===== config.mk =====
export PLATFORM = sky130hd
export DESIGN_NAME = w5300_socket_n_responder
export DESIGN_NICKNAME = d
export VERILOG_FILES = /design/src/rtl/w5300_socket_pkg.sv /design/src/rtl/w5300_sync_fifo.sv /design/src/rtl/w5300_socket_n_responder.sv
export SDC_FILE = /design/constraint.sdc
export NUM_CORES = 1
export LEC_CHECK = 0
export CELL_PAD_IN_SITES_DETAIL_PLACEMENT = 1
export CELL_PAD_IN_SITES_GLOBAL_PLACEMENT = 1
export CORE_ASPECT_RATIO = 1.5
export CORE_MARGIN = 8
export CORE_UTILIZATION = 53
export DETAILED_ROUTE_END_ITERATION = 12
export PLACE_DENSITY_LB_ADDON = 0.1
export SYNTH_ARGS = -nofsm -noshare
export SYNTH_HDL_FRONTEND = slang
export SYNTH_SLANG_ARGS = --single-unit

===== constraint.sdc =====
create_clock -name clk -period 8.79 [get_ports clk]
set_input_delay 0.879 -clock clk [delete_from_list [all_inputs] [get_ports clk]]
set_output_delay 0.879 -clock clk [all_outputs]
set_load 0.02 [all_outputs]

===== src/rtl/w5300_socket_pkg.sv =====
// Shared constants for the W5300 socket-n register model.
package w5300_socket_pkg;

    // Register offsets relative to the socket base address.
    localparam logic [5:0] OffMr     = 6'h00;
    localparam logic [5:0] OffCr     = 6'h02;
    localparam logic [5:0] OffImr    = 6'h04;
    localparam logic [5:0] OffIr     = 6'h06;
    localparam logic [5:0] OffSsr    = 6'h08;
    localparam logic [5:0] OffPortr  = 6'h0A;
    localparam logic [5:0] OffDportr = 6'h12;
    localparam logic [5:0] OffDipr0  = 6'h14;
    localparam logic [5:0] OffDipr1  = 6'h16;
    localparam logic [5:0] OffMssr   = 6'h18;
    localparam logic [5:0] OffWrsr0  = 6'h20;
    localparam logic [5:0] OffWrsr1  = 6'h22;
    localparam logic [5:0] OffFsr0   = 6'h24;
    localparam logic [5:0] OffFsr1   = 6'h26;
    localparam logic [5:0] OffRsr0   = 6'h28;
    localparam logic [5:0] OffRsr1   = 6'h2A;
    localparam logic [5:0] OffTxFifo = 6'h2E;
    localparam logic [5:0] OffRxFifo = 6'h30;

    // Command codes written to CR.
    localparam logic [15:0] CmdOpen  = 16'h0001;
    localparam logic [15:0] CmdClose = 16'h0010;
    localparam logic [15:0] CmdSend  = 16'h0020;
    localparam logic [15:0] CmdRecv  = 16'h0040;

    // Socket status codes and the MR protocol value that opens UDP.
    localparam logic [15:0] SsrClosed = 16'h0000;
    localparam logic [15:0] SsrUdp    = 16'h0022;
    localparam logic [3:0]  MrUdp     = 4'h2;

    // Interrupt bits in IR.
    localparam logic [15:0] IrSendOk = 16'h0100;
    localparam logic [15:0] IrRecv   = 16'h0040;

    typedef enum logic {StIdle, StExec} cmd_state_e;

    // Lower-offset word of a split 17-bit value carries only bit 16.
    function automatic logic [15:0] split_hi(input logic [16:0] v);
        return {15'd0, v[16]};
    endfunction

endpackage


===== src/rtl/w5300_sync_fifo.sv =====
// Synchronous FIFO with head-of-queue read data and a flush input.
module w5300_sync_fifo #(
    parameter int unsigned Width = 16,
    parameter int unsigned Depth = 16
) (
    input  logic                     clk,
    input  logic                     rst,
    input  logic                     push,
    input  logic [Width-1:0]         wdata,
    input  logic                     pop,
    input  logic                     flush,
    output logic [Width-1:0]         rdata,
    output logic [$clog2(Depth):0]   count,
    output logic                     full,
    output logic                     empty
);
    localparam int unsigned Aw = $clog2(Depth);

    logic [Width-1:0] mem_q [Depth];
    logic [Aw-1:0]    wptr_q, rptr_q;
    logic [Aw:0]      count_q;
    logic             do_push, do_pop;

    assign empty   = (count_q == '0);
    assign full    = (count_q == (Aw+1)'(Depth));
    assign do_pop  = pop & ~empty;
    // A pop in the same cycle frees a slot, so a full FIFO still accepts the push.
    assign do_push = push & (~full | do_pop);
    assign rdata   = mem_q[rptr_q];
    assign count   = count_q;

    // Storage array, written at the tail.
    always_ff @(posedge clk) begin
        if (do_push) mem_q[wptr_q] <= wdata;
    end

    // Pointers and occupancy; flush behaves like reset.
    always_ff @(posedge clk) begin
        if (rst || flush) begin
            wptr_q  <= '0;
            rptr_q  <= '0;
            count_q <= '0;
        end else begin
            if (do_push) wptr_q <= wptr_q + 1'b1;
            if (do_pop)  rptr_q <= rptr_q + 1'b1;
            count_q <= count_q + (Aw+1)'(do_push) - (Aw+1)'(do_pop);
        end
    end

endmodule


===== src/rtl/w5300_socket_n_responder.sv =====
// Behavioural register model of one W5300 socket: register file, command FSM, Tx/Rx sizing.
module w5300_socket_n_responder
    import w5300_socket_pkg::*;
#(
    parameter logic [3:0]  N       = 4'd0,
    parameter int unsigned CMD_LAT = 4,
    parameter logic [16:0] TX_FULL = 17'h02000
) (
    input  logic        clk,
    input  logic        rst,
    input  logic        req_valid,
    input  logic [26:0] req_data,
    output logic        req_ready,
    output logic        rsp_valid,
    output logic [15:0] rsp_data,
    input  logic        rx_push,
    input  logic [15:0] rx_word,
    output logic        tx_word_valid,
    output logic [15:0] tx_word,
    output logic        send_done,
    output logic        int_n,
    output logic        err_ovf
);
    localparam logic [9:0] Base  = 10'h200 + {N, 6'h00};
    localparam logic [3:0] LatM1 = 4'(CMD_LAT - 1);

    cmd_state_e  state_q, state_d;
    logic [3:0]  cnt_q, cnt_d;
    logic [15:0] mr_q, mr_d, cr_q, cr_d, imr_q, imr_d, ir_q, ir_d, ssr_q, ssr_d;
    logic [15:0] portr_q, portr_d, dportr_q, dportr_d, mssr_q, mssr_d;
    logic [15:0] dipr0_q, dipr0_d, dipr1_q, dipr1_d;
    logic [16:0] wrsr_q, wrsr_d, fsr_q, fsr_d;
    logic        err_q, err_d, txv_q, txv_d, send_q, send_d, rspv_q, rspv_d;
    logic [15:0] txw_q, txw_d, rspd_q, rspd_d;
    logic [15:0] ir_set, ir_clr, rdata;

    logic        req_op, hit, acc, wr, rd;
    logic [9:0]  req_addr;
    logic [15:0] req_wdata;
    logic [5:0]  off;
    logic        push, pop, flush, fifo_full, fifo_empty;
    logic [15:0] fifo_head;
    logic [4:0]  fifo_count;
    logic [16:0] rsr;

    assign req_op    = req_data[26];
    assign req_addr  = req_data[25:16];
    assign req_wdata = req_data[15:0];
    assign off       = req_addr[5:0];
    assign hit       = (req_addr[9:6] == Base[9:6]);
    assign req_ready = (state_q == StIdle);
    assign acc       = req_valid & req_ready;
    assign wr        = acc & ~req_op & hit;
    assign rd        = acc & req_op;
    assign rsr       = {11'd0, fifo_count, 1'b0};

    w5300_sync_fifo #(
        .Width(16),
        .Depth(16)
    ) u_rx_fifo (
        .clk  (clk),
        .rst  (rst),
        .push (push),
        .wdata(rx_word),
        .pop  (pop),
        .flush(flush),
        .rdata(fifo_head),
        .count(fifo_count),
        .full (fifo_full),
        .empty(fifo_empty)
    );

    // Read mux, command FSM, register writes and Rx injection.
    always_comb begin
        state_d = state_q;  cnt_d = cnt_q;    mr_d = mr_q;     cr_d = cr_q;
        imr_d = imr_q;      ssr_d = ssr_q;    portr_d = portr_q; dportr_d = dportr_q;
        dipr0_d = dipr0_q;  dipr1_d = dipr1_q; mssr_d = mssr_q; wrsr_d = wrsr_q;
        fsr_d = fsr_q;      err_d = err_q;    txv_d = 1'b0;    txw_d = txw_q;
        send_d = 1'b0;      rspv_d = rd;      rspd_d = rspd_q;
        ir_set = '0;        ir_clr = '0;      push = 1'b0;     flush = 1'b0;
        rdata = '0;

        if (hit) begin
            case (off)
                OffMr:     rdata = mr_q;
                OffCr:     rdata = cr_q;
                OffImr:    rdata = imr_q;
                OffIr:     rdata = ir_q;
                OffSsr:    rdata = ssr_q;
                OffPortr:  rdata = portr_q;
                OffDportr: rdata = dportr_q;
                OffDipr0:  rdata = dipr0_q;
                OffDipr1:  rdata = dipr1_q;
                OffMssr:   rdata = mssr_q;
                OffWrsr0:  rdata = split_hi(wrsr_q);
                OffWrsr1:  rdata = wrsr_q[15:0];
                OffFsr0:   rdata = split_hi(fsr_q);
                OffFsr1:   rdata = fsr_q[15:0];
                OffRsr0:   rdata = split_hi(rsr);
                OffRsr1:   rdata = rsr[15:0];
                OffRxFifo: rdata = fifo_empty ? 16'h0000 : fifo_head;
                default:   rdata = '0;
            endcase
        end
        if (rd) rspd_d = rdata;
        pop = rd & hit & (off == OffRxFifo) & ~fifo_empty;

        unique case (state_q)
            StIdle: begin
                if (wr && off == OffCr) begin
                    cr_d    = req_wdata;
                    cnt_d   = LatM1;
                    state_d = StExec;
                end
            end
            StExec: begin
                if (cnt_q == 4'd0) begin
                    state_d = StIdle;
                    cr_d    = '0;
                    case (cr_q)
                        CmdOpen:  ssr_d = (mr_q[3:0] == MrUdp) ? SsrUdp : SsrClosed;
                        CmdClose: begin
                            ssr_d = SsrClosed;
                            flush = 1'b1;
                        end
                        CmdSend: begin
                            if (ssr_q == SsrUdp) begin
                                fsr_d  = TX_FULL;
                                wrsr_d = '0;
                                ir_set = ir_set | IrSendOk;
                                send_d = 1'b1;
                            end
                        end
                        CmdRecv: ;
                        default: ;
                    endcase
                end else begin
                    cnt_d = cnt_q - 4'd1;
                end
            end
            default: state_d = StIdle;
        endcase

        // CR writes are handled by the FSM above.
        if (wr) begin
            case (off)
                OffMr:     mr_d = req_wdata;
                OffImr:    imr_d = req_wdata;
                OffIr:     ir_clr = req_wdata;
                OffPortr:  portr_d = req_wdata;
                OffDportr: dportr_d = req_wdata;
                OffDipr0:  dipr0_d = req_wdata;
                OffDipr1:  dipr1_d = req_wdata;
                OffMssr:   mssr_d = req_wdata;
                OffWrsr0:  wrsr_d[16] = req_wdata[0];
                OffWrsr1:  wrsr_d[15:0] = req_wdata;
                OffTxFifo: begin
                    if (ssr_q == SsrUdp) begin
                        if (fsr_q >= 17'd2) begin
                            fsr_d = fsr_q - 17'd2;
                            txv_d = 1'b1;
                            txw_d = req_wdata;
                        end else if (fsr_q == '0) begin
                            err_d = 1'b1;
                        end
                    end
                end
                default: ;
            endcase
        end

        // A CLOSE flush in the same cycle discards the injected word.
        if (rx_push && !flush && ssr_q == SsrUdp) begin
            if (!fifo_full || pop) begin
                push   = 1'b1;
                ir_set = ir_set | IrRecv;
            end else begin
                err_d = 1'b1;
            end
        end

        // Set events win over a simultaneous write-1-to-clear.
        ir_d = (ir_q & ~ir_clr) | ir_set;
    end

    // State register with synchronous reset; reset aborts any pending command.
    always_ff @(posedge clk) begin
        if (rst) begin
            state_q <= StIdle; cnt_q <= '0;    mr_q <= '0;     cr_q <= '0;
            imr_q <= '0;       ir_q <= '0;     ssr_q <= '0;    portr_q <= '0;
            dportr_q <= '0;    dipr0_q <= '0;  dipr1_q <= '0;  mssr_q <= '0;
            wrsr_q <= '0;      fsr_q <= TX_FULL; err_q <= 1'b0; txv_q <= 1'b0;
            txw_q <= '0;       send_q <= 1'b0; rspv_q <= 1'b0; rspd_q <= '0;
        end else begin
            state_q <= state_d; cnt_q <= cnt_d;   mr_q <= mr_d;     cr_q <= cr_d;
            imr_q <= imr_d;     ir_q <= ir_d;     ssr_q <= ssr_d;   portr_q <= portr_d;
            dportr_q <= dportr_d; dipr0_q <= dipr0_d; dipr1_q <= dipr1_d; mssr_q <= mssr_d;
            wrsr_q <= wrsr_d;   fsr_q <= fsr_d;   err_q <= err_d;   txv_q <= txv_d;
            txw_q <= txw_d;     send_q <= send_d; rspv_q <= rspv_d; rspd_q <= rspd_d;
        end
    end

    assign rsp_valid     = rspv_q;
    assign rsp_data      = rspd_q;
    assign tx_word_valid = txv_q;
    assign tx_word       = txw_q;
    assign send_done     = send_q;
    assign err_ovf       = err_q;
    assign int_n         = ~|(ir_q & imr_q);

endmodule


==> results of run 1 <==
[through the flow]
stage               hold slack, ps  total power [mW]
global placement               437              2.59
CTS                            451              4.78
detailed placement             444              2.60
floorplan                      423              2.51
finish                         455              4.76
global route                   476              4.86
[final timing paths]
check,endpoint,slack [ps],cells after the start
setup / recovery,u_rx_fifo.mem_q[8][12],4360,6
setup reg to reg,u_rx_fifo.count[4],5200,15
hold / removal,dipr1_q[10],450,2
hold reg to reg,dipr1_q[10],450,2
[worst register-to-register path: cells and delay by family (launching register included)]
kind	cells	cell delay [ps]
AO/OA/AOI/OAI	1	150
XOR/XNOR	1	130
adder cells (fa/ha/maj)	4	1090
buffers and inverters	3	180
flip-flops	1	330
AND/OR/NAND/NOR	6	1600
[Yosys cell counts (4+ instances only)]
cell,count,share of area
xnor2_1,7,0.0030
nor3_1,10,0.0024
a21oi_1,212,0.052
o31a_1,15,0.0064
nor4_1,13,0.0040
mux4_2,64,0.070
a22oi_1,28,0.010
a32oi_1,26,0.011
a221oi_1,12,0.0051
or2_2,4,0.0012
nand2_1,313,0.057
nor2b_1,7,0.0021
a21o_1,5,0.0018
and4_1,7,0.0030
or3_1,5,0.0015
dfxtp_1,237,0.23
inv_1,18,0.0033
o22ai_1,8,0.0024
a32o_1,5,0.0024
clkbuf_1,106,0.019
and3_1,25,0.0076
buf_1,14,0.0026
nor4b_1,7,0.0030
o211ai_1,8,0.0029
nand2b_1,4,0.0012
ha_1,13,0.0079
or4_1,9,0.0033
and2_1,12,0.0037
xor2_1,4,0.0017
nand4_1,16,0.0049
mux2i_1,44,0.021
o21ai_0,5,0.0012
a211oi_1,5,0.0018
a22o_1,17,0.0073
nand3_1,86,0.021
edfxtp_1,256,0.37
o41ai_1,4,0.0017
buf_2,19,0.0046
nor2_1,48,0.0088
[power groups by stage]
stage	Sequential [mW]	Clock [mW]	Combinational, mW
detailed placement	2.47	0	0.128
finish	2.42	2.22	0.132
global route	2.41	2.31	0.135
global placement	2.47	0	0.126
CTS	2.42	2.23	0.129
floorplan	2.47	0	0.0461
[layer usage]
layer | part of all wire | vias up | routed length, um | global-route usage
met5 | 0 | - | 0 | 0
met4 | 0.10 | 0 | 7350 | 0.272
met3 | 0.065 | 290 | 4690 | 0.0488
met2 | 0.49 | 760 | 35500 | 0.533
met1 | 0.34 | 7690 | 24800 | 0.341
li1 | - | 6607 | - | -
[kinds of logic (layout without fill, tap and decap cells)]
logic type	count (synthesis)	in the layout	synth area share
adders and majority gates	14	14	0.00890
xor gates and xnor gates	11	11	0.00470
and+or+nand+nor	597	597	0.139
DFF	493	493	0.606
buffers and inverters	158	218	0.0302
AOI/OAI and AO/OA	376	376	0.119
muxes	109	109	0.0923
[area by class of cell]
cell class	count	share of cell area
inverter	18	0.00289
sequential	493	0.532
tap	495	0.0265
timing repair buffer	115	0.0460
clock inverter	26	0.0171
clock buffer	59	0.0544
multi-input combinational	1107	0.321
==> results.md, run 1 <==
* Status: completed
* Max transition margin at 0.115
* Die width at between 150 and 200 um
* RR Startpoint: u_rx_fifo.count[2]
* Max Cap Viol at 0
* Total GRT Usage at 0.316
* DPL Wire Length at around 50 mm
* Measured slew at the worst slew-check pin at around 1300 ps
* Die span in y at 257 um
* Worst path cell trace: clkdlybuf4s50_1 -> or4_4 -> o41ai_2 -> nand3_2 -> nor2_2 -> and3_1
* Reg area at 0.0124 sq mm
* Multi-input gate area at approximately 0.0075 sq mm
* Post-CTS setup buffer count at 0
* CP Capture Type: flop
* Clock sink count at about 500
* Critical-path top delay cell: and3_1
* Port Buffers at 84
* Clock-pin slew of the registers on the worst-case setup and hold paths at around 70 ps
* H-Tree Depth at 2
* Distinct cell type count after synthesis at just under 80
* Initial antenna violation count at 1
* Placement Rows at slightly below 90
* Synth Instances at approximately 1800
* Total CTS buffers at 46
* Initial core utilization at 0.535
* Switch share at 0.209
* First-pass GRT wire length at about 110 mm
* Setup crit start kind: input pin
* Switching power at ~1 mW
* Core area at 0.0383 sq mm
* CTS tree: yes
* Diode count at 0
* Launch point of the worst path: req_data[17]
* Pre-CTS WS at 3890 ps
* Placed instance area at around 0.022 sq mm
* EDFF count, synth at roughly 260
* Worst EP arrival at roughly 4600 ps
* Final hold vios at 0
* Register area share after synthesis at 0.606
* Critical Path Fanout Max at 18
* Post-layout instance area at around 0.023 sq mm
* Post-cts resize count at 0
* Via count at about 15000
* Static leakage power at around 7.4 nW
* Register bank with the most flops: u_rx_fifo.mem_q
* Fillers at between 3000 and 4000
* Post-synth top flop: edfxtp_1
* Clock Power Share at 0.465
* Sequential fraction of design power at 0.507
* Buf/Inv on CP at 1
* I/O pins at 85
* Max frequency at 226 MHz
* Largest register FFs at ~260
* Layout Area Growth over Synthesis at 13.9%
* Pint at around 3.8 mW
* Synthesis Warnings at 0
* Hold Crit Class: flop to flop
* Slew Limit Fails at 0
* Gpl congestion at 0.925
* Clock tree buffer depth at 3
* Post-DR vias/cell at between 6 and 7
* Largest net degree at the start of global routing at 76
* Cts hold-fix bufs at 0
* Setup CP Type: input pin to flop
* Pre-antenna DRT Iters at 7
* Number of global-route vias before repair at around 16000
* Tcrit/Tclk final at 0.504
* Final wirelength at 72.4 mm
* Biggest regs: u_rx_fifo.mem_q: 256 flops, fsr_q: 17 flops, wrsr_q: 17 flops
* CP delay by family, top: simple AND/OR/NAND/NOR gates
* Critical path required time at roughly 9000 ps
* Placed Cells at around 2200
* Die footprint at 0.0454 sq mm
* 1st-iter DRT viols at between 1000 and 1500
* Setup violators final at 0
* Final min period at roughly 4400 ps
* Share of cells above drive strength 1 at 0.112
* Finished Core Util at 0.610
* Remaining global-route overflow at 0
* Skew final at about 13 ps
* Seq cells post-synth at 493
* VDD IR max at a little over 0.2 mV
* Combinational share of power at 0.028
* Crit path largest cell delay at approximately 820 ps
* CTS Root Cell: clkbuf_16
* RSZ-0062 raised after global routing: no
* Final WS setup at about 4400 ps
* Drt wl/cell at roughly 31 um
* Post-synth net total at 1819
* Mapped Area at ~0.021 sq mm
* Mean Syn Cell Area at around 12 sq um
* HP Start: dipr1_q[10]
* Fin nets at around 1800
* Post-route ant nets at 0
* Most frequent cells in the layout: 313 x nand2_1, 256 x edfxtp_1, 234 x dfxtp_1, 211 x a21oi_1, 86 x nand3_1
* Drt drc at 0
* Power per Cell Area at just over 200 mW/mm^2
* Share of flip-flops with an asynchronous set or reset at 0
* Setup TNS at 0 ps
* Most common cell after layout, fill and taps aside: nand2_1
* Cell Count, Final, Fillers Out at 2313
* Clock Latency Late Sink at roughly 570 ps
No activity file was read; power rests on OpenSTA's default activity.
==> run 2: changes to the inputs <==
CORE_UTILIZATION = 45   (was 53)
clock period = 3.8 ns   (was 8.79 ns; I/O delays follow)
==> results.md, run 2 (synthesis gave the netlist of run 1 again) <==
* Largest register FFs at 256
* First-pass GRT wire length at ~110 mm
* Cts hold-fix bufs at 0
* Biggest regs: u_rx_fifo.mem_q: 256 flops, fsr_q: 17 flops, wrsr_q: 17 flops
* Drt wl/cell at 29.3 um
* Clock Latency Late Sink at between 500 and 600 ps
* Die span in y at roughly 280 um
* Remaining global-route overflow at 0
* Layout Area Growth over Synthesis at 16.6%
* Slew Limit Fails at 0
* Die footprint at ~0.053 sq mm
* Die width at around 190 um
* Post-route ant nets at 0
* Critical Path Fanout Max at 6
* Total GRT Usage at 0.271
* Max transition margin at 0.255
* Launch point of the worst path: cnt_q[0]
* Final min period at 3320 ps
* Register bank with the most flops: u_rx_fifo.mem_q
* Cell Count, Final, Fillers Out at approximately 2500
* Most common cell after layout, fill and taps aside: nand2_1
* Fin nets at ~1900
* Max frequency at between 300 and 400 MHz
* CTS tree: yes
* Initial antenna violation count at 0
* Switching power at around 2.3 mW
* Hold Crit Class: input pin to flop
* 1st-iter DRT viols at approximately 1300
* Static leakage power at between 7 and 8 nW
* Via count at approximately 15000
* Drt drc at 0
* Post-cts resize count at 0
* Hold Slack at ~270 ps
* Clock sink count at between 400 and 500
* CP Capture Type: flop
* Gpl congestion at 0.941
* Max Cap Viol at 0
* Pre-antenna DRT Iters at 5
* Final hold vios at 0
* Setup violators final at 0
* CTS Root Cell: clkbuf_16
* Placed instance area at between 0.02 and 0.025 sq mm
* Measured slew at the worst slew-check pin at 1110 ps
* Post-CTS setup buffer count at 0
* Pre-CTS WS at about 340 ps
* Clock tree buffer depth at 3
* Most frequent cells in the layout: 313 x nand2_1, 256 x edfxtp_1, 234 x dfxtp_1, 211 x a21oi_1, 95 x buf_4
* Placement Rows at 96
* Total CTS buffers at between 40 and 50
* Switch share at 0.215
* Combinational share of power at 0.030
* Post-layout instance area at 0.0239 sq mm
* Core area at approximately 0.045 sq mm
* HP Start: rst
* Share of cells above drive strength 1 at 0.142
* Largest net degree at the start of global routing at between 70 and 80
* Final wirelength at 72.6 mm
* Power per Cell Area at 441 mW/mm^2
* Sequential fraction of design power at 0.530
* Setup crit start kind: flop
* Final WS setup at between 400 and 500 ps
* I/O pins at 85
* Port Buffers at 84
* RR Startpoint: cnt_q[0]
* Clock-pin slew of the registers on the worst-case setup and hold paths at roughly 70 ps
* Setup CP Type: flop to flop
* DPL Wire Length at between 50 and 60 mm
* Pint at about 8.3 mW
* Setup TNS at 0 ps
* Status: completed
* Post-DR vias/cell at 6.16
* H-Tree Depth at 2
* Diode count at 0
* RSZ-0062 raised after global routing: no
* Skew final at around 15 ps
* Tcrit/Tclk final at 0.873
* VDD IR max at 0.448 mV
* Initial core utilization at 0.452
* Critical path required time at approximately 4300 ps
* Clock Power Share at 0.440
* Worst EP arrival at 3770 ps
* Number of global-route vias before repair at between 15000 and 20000
* Placed Cells at 2391
-- run 2: changes by cell type in the layout (fill, tap and decap cells not counted), sizes merged --
cell	delta
clkinvlp	-3
bufinv	-7
buf	+70
clkinv	+8
clkbuf	+5
inv	-1
-- run 2: worst max-delay path, stage by stage, from the launching register on --
cell	delay (ps)
dfxtp_1	350
inv_1	70
ha_1	270
nand4bb_1	160
or4_1	500
nor4_2	510
nor2_2	90
ha_1	260
fa_1	440
a21oi_1	170
nor2_1	60
nor2_1	120
xnor2_1	130
nor2_1	60
-- run 2: power groups by stage --
stage	logic, mW	clock network [mW]	registers (mW)
3_3_place_gp	0.306	0	5.71
2_1_floorplan	0.107	0	5.71
6_report	0.317	4.64	5.59
5_1_grt	0.325	4.91	5.59
4_1_cts	0.311	4.72	5.59
3_5_place_dp	0.311	0	5.71
-- run 2: final cells by class --
cell class / instances / area [sq um]
sequential: 493 / 12400
inverter: 18 / 67.6
multi-input combinational: 1107 / 7500
clock buffer: 64 / 1300
clock inverter: 23 / 208
timing repair buffer: 185 / 1680
fill: 4699 / 21500
tap: 588 / 736
-- run 2: worst paths after layout --
kind	end	slack, ps	cells past startpoint
max	u_rx_fifo.count[4]	480	13
min	imr_q[13]	270	2
max reg2reg	u_rx_fifo.count[4]	480	13
min reg2reg	tx_word[6]	460	2
-- run 2: routing by layer --
layer,track usage,share of wire
met3,0.0390,0.055
met1,0.289,0.35
met2,0.492,0.52
met4,0.166,0.069
met5,0,0
-- run 2: stage by stage --
step / power [mW] / util
after floorplan: 5.81 / -
final: 10.6 / 0.527
after detailed placement: 6.02 / 0.494
after CTS: 10.6 / 0.527
after global routing: 10.8 / 0.527
after global placement: 6.01 / 0.494
